File: config.mk
export PLATFORM = sky130hd
export DESIGN_NAME = mc_maindec
export DESIGN_NICKNAME = d
export VERILOG_FILES = /design/src/rtl/mc_maindec.sv
export SDC_FILE = /design/constraint.sdc
export NUM_CORES = 1
export LEC_CHECK = 0
export ABC_AREA = 1
export BUFFER_PORTS_ARGS = -buffer_cell sky130_fd_sc_hd__buf_2
export CORE_UTILIZATION = 35
export DETAILED_ROUTE_END_ITERATION = 8
export PLACE_DENSITY = 0.57
export SYNTH_ARGS = -nofsm -noshare
export SYNTH_HDL_FRONTEND = slang
export SYNTH_SLANG_ARGS = --single-unit
File: constraint.sdc
create_clock -name clk -period 1.6 [get_ports clk]
set_clock_uncertainty 0.2 [all_clocks]
set_input_delay 0 -clock clk [delete_from_list [all_inputs] [get_ports clk]]
set_output_delay 0 -clock clk [all_outputs]
set_load 0.1 [all_outputs]
File: src/rtl/mc_maindec.sv
// Multicycle MIPS main control FSM: sequences fetch/decode/execute/memory/writeback
// from the latched opcode and stalls memory states on mem_ready.
package mipspkg;

  typedef enum logic [5:0] {
    Rtyp  = 6'h00,
    J     = 6'h02,
    BEQZ  = 6'h04,
    ADDI  = 6'h08,
    ADDIU = 6'h09,
    SLTI  = 6'h0a,
    ANDI  = 6'h0c,
    ORI   = 6'h0d,
    XORI  = 6'h0e,
    LUI   = 6'h0f,
    SUBI  = 6'h18,
    LW    = 6'h23,
    SW    = 6'h2b
  } op_t;

  // Registered control word; fetch/memwrite are qualified by mem_ready at the outputs.
  typedef struct packed {
    logic       pcwrite;
    logic       fetch;
    logic       branch;
    logic       iord;
    logic       memwrite;
    logic       memtoreg;
    logic       regdst;
    logic       regwrite;
    logic       alusrca;
    logic [1:0] alusrcb;
    logic [1:0] pcsrc;
    logic       zeroextend;
    logic [3:0] aluop;
    logic       illegal_op;
  } ctrl_t;

endpackage

module mc_maindec
  import mipspkg::*;
#(
  parameter int ALUOP_W     = 4,
  parameter int MEM_WAIT_EN = 1,
  parameter int STATE_W     = 4
) (
  input  logic               clk,
  input  logic               reset,
  input  op_t                op,
  input  logic               mem_ready,
  output logic               pcwrite,
  output logic               branch,
  output logic               iord,
  output logic               irwrite,
  output logic               memwrite,
  output logic               memtoreg,
  output logic               regdst,
  output logic               regwrite,
  output logic               alusrca,
  output logic [1:0]         alusrcb,
  output logic [1:0]         pcsrc,
  output logic               zeroextend,
  output logic [ALUOP_W-1:0] aluopout,
  output logic               illegal_op,
  output logic [STATE_W-1:0] state_out
);

  if (ALUOP_W < 4) begin : g_bad_aluop_w
    $error("mc_maindec: ALUOP_W must be at least 4");
  end
  if (STATE_W < 4) begin : g_bad_state_w
    $error("mc_maindec: STATE_W must be at least 4");
  end

  typedef enum logic [3:0] {
    FETCH   = 4'd0,
    DECODE  = 4'd1,
    MEMADR  = 4'd2,
    MEMRD   = 4'd3,
    MEMWB   = 4'd4,
    MEMWR   = 4'd5,
    EXECUTE = 4'd6,
    ALUWB   = 4'd7,
    IMMEX   = 4'd8,
    IMMWB   = 4'd9,
    BRANCH  = 4'd10,
    JUMP    = 4'd11,
    ILLEGAL = 4'd12
  } state_t;

  localparam logic [3:0] ALU_ADD  = 4'b0000;
  localparam logic [3:0] ALU_SUB  = 4'b0001;
  localparam logic [3:0] ALU_SLT  = 4'b0010;
  localparam logic [3:0] ALU_AND  = 4'b0100;
  localparam logic [3:0] ALU_OR   = 4'b0101;
  localparam logic [3:0] ALU_XOR  = 4'b0110;
  localparam logic [3:0] ALU_LUI  = 4'b0111;
  localparam logic [3:0] ALU_FUNC = 4'b1111;

  function automatic logic [3:0] imm_aluop(input op_t o);
    logic [3:0] a;
    a = ALU_ADD;
    case (o)
      ADDI, ADDIU: a = ALU_ADD;
      SUBI:        a = ALU_SUB;
      SLTI:        a = ALU_SLT;
      ANDI:        a = ALU_AND;
      ORI:         a = ALU_OR;
      XORI:        a = ALU_XOR;
      LUI:         a = ALU_LUI;
      default:     a = ALU_ADD;
    endcase
    return a;
  endfunction

  function automatic logic imm_zext(input op_t o);
    return (o == ANDI) || (o == ORI) || (o == XORI) || (o == LUI);
  endfunction

  function automatic ctrl_t ctrl_of(input state_t s, input op_t o);
    ctrl_t c;
    c = '0;
    case (s)
      FETCH: begin
        c.fetch   = 1'b1;
        c.alusrcb = 2'b01;
        c.aluop   = ALU_ADD;
      end
      DECODE: begin
        c.alusrcb = 2'b11;
        c.aluop   = ALU_ADD;
      end
      MEMADR: begin
        c.alusrca = 1'b1;
        c.alusrcb = 2'b10;
        c.aluop   = ALU_ADD;
      end
      MEMRD: c.iord = 1'b1;
      MEMWB: begin
        c.regwrite = 1'b1;
        c.memtoreg = 1'b1;
      end
      MEMWR: begin
        c.iord     = 1'b1;
        c.memwrite = 1'b1;
      end
      EXECUTE: begin
        c.alusrca = 1'b1;
        c.aluop   = ALU_FUNC;
      end
      ALUWB: begin
        c.regwrite = 1'b1;
        c.regdst   = 1'b1;
      end
      IMMEX: begin
        c.alusrca    = 1'b1;
        c.alusrcb    = 2'b10;
        c.aluop      = imm_aluop(o);
        c.zeroextend = imm_zext(o);
      end
      // Keep extend mode and ALU op stable through writeback.
      IMMWB: begin
        c.regwrite   = 1'b1;
        c.aluop      = imm_aluop(o);
        c.zeroextend = imm_zext(o);
      end
      BRANCH: begin
        c.alusrca = 1'b1;
        c.aluop   = ALU_SUB;
        c.branch  = 1'b1;
        c.pcsrc   = 2'b01;
      end
      JUMP: begin
        c.pcwrite = 1'b1;
        c.pcsrc   = 2'b10;
      end
      ILLEGAL: c.illegal_op = 1'b1;
      default: c = '0;
    endcase
    return c;
  endfunction

  state_t state, nxt;
  op_t    op_q, op_nxt;
  ctrl_t  ctrl_q;
  logic   rdy;
  logic   en;

  assign rdy    = (MEM_WAIT_EN != 0) ? mem_ready : 1'b1;
  assign op_nxt = (state == DECODE) ? op : op_q;

  always_comb begin
    nxt = FETCH;
    case (state)
      FETCH: nxt = rdy ? DECODE : FETCH;
      DECODE: begin
        case (op)
          LW, SW:                                    nxt = MEMADR;
          Rtyp:                                      nxt = EXECUTE;
          ADDI, ADDIU, SUBI, SLTI, ANDI, ORI, XORI, LUI: nxt = IMMEX;
          BEQZ:                                      nxt = BRANCH;
          J:                                         nxt = JUMP;
          default:                                   nxt = ILLEGAL;
        endcase
      end
      MEMADR:  nxt = (op_q == LW) ? MEMRD : MEMWR;
      MEMRD:   nxt = rdy ? MEMWB : MEMRD;
      MEMWR:   nxt = rdy ? FETCH : MEMWR;
      EXECUTE: nxt = ALUWB;
      IMMEX:   nxt = IMMWB;
      default: nxt = FETCH;
    endcase
  end

  // Control word is registered alongside the state it belongs to.
  always_ff @(posedge clk) begin
    if (!reset) begin
      state  <= FETCH;
      op_q   <= Rtyp;
      ctrl_q <= ctrl_of(FETCH, Rtyp);
    end else begin
      state  <= nxt;
      op_q   <= op_nxt;
      ctrl_q <= ctrl_of(nxt, op_nxt);
    end
  end

  // Reset low or a corrupted state encoding silences every output.
  assign en = reset && (state <= ILLEGAL);

  assign pcwrite    = en & (ctrl_q.pcwrite | (ctrl_q.fetch & rdy));
  assign irwrite    = en & ctrl_q.fetch & rdy;
  assign memwrite   = en & ctrl_q.memwrite & rdy;
  assign branch     = en & ctrl_q.branch;
  assign iord       = en & ctrl_q.iord;
  assign memtoreg   = en & ctrl_q.memtoreg;
  assign regdst     = en & ctrl_q.regdst;
  assign regwrite   = en & ctrl_q.regwrite;
  assign alusrca    = en & ctrl_q.alusrca;
  assign alusrcb    = en ? ctrl_q.alusrcb : 2'b00;
  assign pcsrc      = en ? ctrl_q.pcsrc : 2'b00;
  assign zeroextend = en & ctrl_q.zeroextend;
  assign illegal_op = en & ctrl_q.illegal_op;
  assign aluopout   = en ? ALUOP_W'(ctrl_q.aluop) : '0;
  assign state_out  = en ? STATE_W'(state) : '0;

endmodule

# Word level (Yosys, flattened, before mapping)
# Memories as Yosys holds them, arrays and structs flattened.
# Index checks and enable logic that the tools add are counted.
# totals
out_inout_bits,23
ff_bits,29
rom_bits,448
elab_cells,95
memories,3
in_bits,9
# mem_list
memory,depth,word_bits,rd,rd_ports_with_merged_regs,wr,line_no,text
(name not given),64,4,1,0,0,198,case (op)
(name not given),32,3,1,0,0,104,case (o)
(name not given),32,3,1,0,0,104,
# classes
bitwise_logic,15
reduce_logical,12
mux,25
eq_ne,23
order_cmp,1
# ops
cell,count
case mux 4 bit (7 select lines),1
== test 4 x 3 -> 1 bit (second input constant),6
== test 4 bit (second input constant),6
== test 6 x 4 -> 1 bit (second input constant),4
== test 4 x 2 -> 1 bit (second input constant),4
2-to-1 mux 4 bit,4
case mux 4 bit (4 select lines),1
AND 1 bit,14
2-to-1 mux 1 bit,11
2-to-1 mux 3 bit,3
== test 4 x 1 -> 1 bit (second input constant),2
zero test 4 bit,2
== test 6 bit (second input constant),1
2-to-1 mux 6 bit,1
case mux 2 bit (3 select lines),1
OR reduction 2 bit,3
less-or-equal comparator 4 bit (second input constant),1
2-to-1 mux 2 bit,2
case mux 2 bit (2 select lines),1
OR reduction 4 bit,1
logical OR 1 bit,3
OR reduction 3 bit,1
AND reduction 2 bit,1
logical AND 1 bit,1
OR 1 bit,1

# Logic depth before layout (Yosys ltp)
# logic_depth
word_depth,6
depth_mapped,12
ltp_nobuf,12

# Worst setup path after synthesis
# OpenSTA, ideal clock, no wires.
# synth_path
path_kind,register to output
start,register state[1]
end,output port pcsrc[0]
setup_slack_ns,-1.363
n_path_buf,2
stages_incl_launch_ff,8
t_arrival_ns,2.763
required_ns,1.400
path_cell_list,dfxtp_1 nor2_1 inv_1 a31oi_1 inv_1 clkbuf_1 nor2_1 buf_4
# synth_between
elab_chain_len,3
# synth_rtl
element,line_no,text
start: declaration,184,"state_t state, nxt;"
start signal: assignment,223,state <= nxt;
less-or-equal comparator 4 bit,230,assign en = reset && (state <= ILLEGAL);
logical AND 1 bit,230,
2-to-1 mux 2 bit,242,assign pcsrc = en ? ctrl_q.pcsrc : 2'b00;
end: declaration,62,"output logic [1:0] pcsrc,"
# No other way between the ends.

# Worst setup path in the final report
# layout_path
start,register state[1]
end,output port iord
# layout_between
elab_chain_len,3
# layout_rtl
element,line_no,text
less-or-equal comparator 4 bit,230,
logical AND 1 bit,230,
AND 1 bit,236,assign iord = en & ctrl_q.iord;
end: declaration,54,"output logic iord,"
# No other way between the ends.

==> metrics.md <==
| Metric | Value |
|---|---|
| Boundary pin count | `32` |
| CTS sink cnt | `28` |
| H-Tree Depth | `1` |
| Antenna violations before repair | `0` |
| Nets | `332` |
| Pre-Repair DR Iteration Count | `4` |
| R2R setup slack | `-0.19 ns` |
| Final Hold Fails | `0` |
| Crit-path max FO | `6` |
| Maximum vdd drop | `0.622 mV` |
| Yosys top cell area share | `37.2%` |
| Syn avg cell area | `6.18 um2` |
| Share of post-route cells with drive strength above 1 | `57.8%` |
| Synth Warn # | `0` |
| CP Capture Type | `output pin` |
| Port Buffers | `31` |
| RSZ-0062 raised after global routing | `yes` |
| Final worst path period share | `116%` |
| Initial Util | `37.2%` |
| Total gr overflow | `0` |
| Failing checks | `setup timing` |
| ANT cells | `0` |
| Worst Tran Pin Value | `0.355 ns` |
| Fmax | `0.539 GHz` |
| Leakage | `1.30 nW` |
| Syn_nets | `253` |
| Crit path from | `state[1]` |
| Critical path buffer and inverter count | `4` |
| Clock transition at path regs | `0.10 ns` |
| Die footprint | `0.00457 mm2` |
| Wire per inst | `13.2 um` |
| Status | `complete, but fails checks` |
| CP endpoint | `iord` |
| Reg2reg start | `state[1]` |
| Most used cell, CP | `buf_12` |
| Max clock buf depth | `2` |
| Min Tclk post-route | `1.85 ns` |
| Die W | `67.6 um` |
| Sequential Area | `573 um2` |
| PnR Total Power | `2.39 mW` |
| Fin. max-slew vios | `0` |
| PwrDens | `808 mW/mm2` |
| CP max-delay cell | `dfxtp_4` |
| Vias in the first global route | `1650` |
| Cell Area, Synth | `0.00151 mm2` |
| Critical Path Source Type | `flip-flop` |
| Fill cells | `282` |
| Total Routing Usage GR | `21.7%` |
| Post-Synthesis Cells | `244` |
| Worst hold slack | `0.0380 ns` |
| Synth area leaders | `dfxtp_1 (37%), nor2_1 (15%), nand2_1 (12%)` |
| Area of the multi-input gates | `0.00114 mm2` |
| Largest net degree at the start of global routing | `16` |
| Post-synthesis register bit count | `28` |
| Area after DPL | `0.00238 mm2` |
| Antenna Nets Post-Route | `0` |
| Post-synth cell types | `23` |
| Setup violators final | `41` |
| Setup TNS | `-6.05 ns` |
| Core area | `0.00406 mm2` |
| Crit path depth | `7` |
| Crit path DAT | `1.65 ns` |
| Via/cell ratio | `4.75` |
| Clk Latency, worst-skew pair | `0.28 ns` |
| # rows | `23` |
| Post-synth top area cell | `dfxtp_1` |
| Worst Hold Class | `in2reg` |
| Worst Path Class, Setup | `reg2out` |
| Root Buffer | `clkbuf_8` |
| CP max stage delay | `0.37 ns` |
| DRC viols | `0` |
| Initial drt markers | `100` |
| Die H | `67.6 um` |
| Slew headroom | `76.2%` |
| CTS tree | `yes` |
| Dominant delay contributor by cell family on the critical path | `buffers and inverters` |
| # Max-Cap Violations | `0` |
| DR vias | `1767` |
| Crit-path cells | `nor2_4, inv_2, a31oi_4, inv_4, buf_12, nor2_2, buf_12` |
| Area grow syn2layout | `96.5%` |
| DP Wirelength | `2.77 mm` |
| Final instance area | `0.00296 mm2` |
| TritonCTS buffer count | `3` |
| Final Wtd Congestion | `0.848` |
| Register-to-Register Path Depth | `12` |
| Dpl ws | `-0.133 ns` |
| RR Endpoint | `ctrl_q[2]` |
| Final worst slack | `-0.255 ns` |
| Routed WL | `4.92 mm` |
| Global-route wire length before repair | `7.37 mm` |
| CP Data Required Time | `1.40 ns` |
| Sequential fraction of the synthesis area | `37.2%` |
## placed cells by master (no fill, tap or decap), drive strengths merged
master	Yosys	final
nor3	2	2
dfxtp	28	28
a21oi	5	5
dlygate4sd3	0	4
buf	1	74
inv	50	51
o21ai	12	12
nand2	54	54
clkbuf	3	4
nor2	68	68
o21a	1	1
nand3	17	17
nand4	1	1
a31oi	1	1
## report_power, final
group,internal [mW],switching (mW)
combinational,0.452,0.696
sequential,0.758,0.0425
clock,0.221,0.225
total,1.43,0.963
## synthesized netlist by cell type, drive strengths merged
library cell and count:
clkbuf 3, clkinv 1, nor2 68, dfxtp 28, nand4 1, a31oi 1
a21oi 5, buf 1, o21ai 12, inv 50, nor3 2, o21a 1
nand2 54, nand3 17
## routing by layer
layer | vias up | global-route usage [%] | wire [um]
li1 | 886 | - | -
met2 | 38 | 40.2 | 2560
met5 | - | 0 | 0
met1 | 827 | 25.5 | 2050
met3 | 16 | 3.55 | 148
met4 | 0 | 5.59 | 153
## through the flow
stage | util, % | instances
5_1_grt | 73.0 | 372
3_5_place_dp | 58.7 | 346
4_1_cts | 68.2 | 368
2_1_floorplan | - | 244
6_report | 73.0 | 372
3_3_place_gp | 58.7 | 346
## tightest hold or removal path, cell delays in order
cell     delay, ns
buf_2         0.12
inv_1         0.07
o21ai_2       0.09
inv_1         0.08
buf_4         0.10
nor2_1        0.03
## cell type report
type | instances | share of cell area, %
multi-input cells | 161 | 38.5
repair buffers | 78 | 31.3
flip-flops and latches | 28 | 19.3
inverters | 51 | 6.97
well taps | 50 | 2.11
clock buffers | 4 | 1.86
## sequential cells by signal, indices dropped and copies added, names as in the netlist
register  count
state         4
ctrl_q       18
op_q          6
## worst min-delay path by stage
stage	endpoint	start	slack, ns	depth (start not counted)
floorplan	ctrl_q[17]	reset	-0.12	1
global placement	ctrl_q[8]	reset	0.07	2
detailed placement	ctrl_q[8]	reset	0.06	2
CTS	op_q[1]	op[1]	0.04	6
global route	op_q[1]	op[1]	0.08	6
finish	op_q[5]	op[5]	0.04	6
## timing repair
| action | 4_1_cts | 5_1_grt |
|---|---|---|
| pin swaps | 22 | 22 |
| setup endpoints to repair | 36 | 45 |
| buffers inserted | 13 | 5 |
| cloned | 1 | 0 |
| hold endpoints to repair | 14 | 0 |
| resized for setup | 56 | 48 |
| hold buffers | 4 | 0 |
## logic make-up after synthesis
group	synth area share [%]
simple gates	41.2
buf+inv	14.0
flops	37.2
compound gates	7.55
Power figures use the tool's default switching activity.
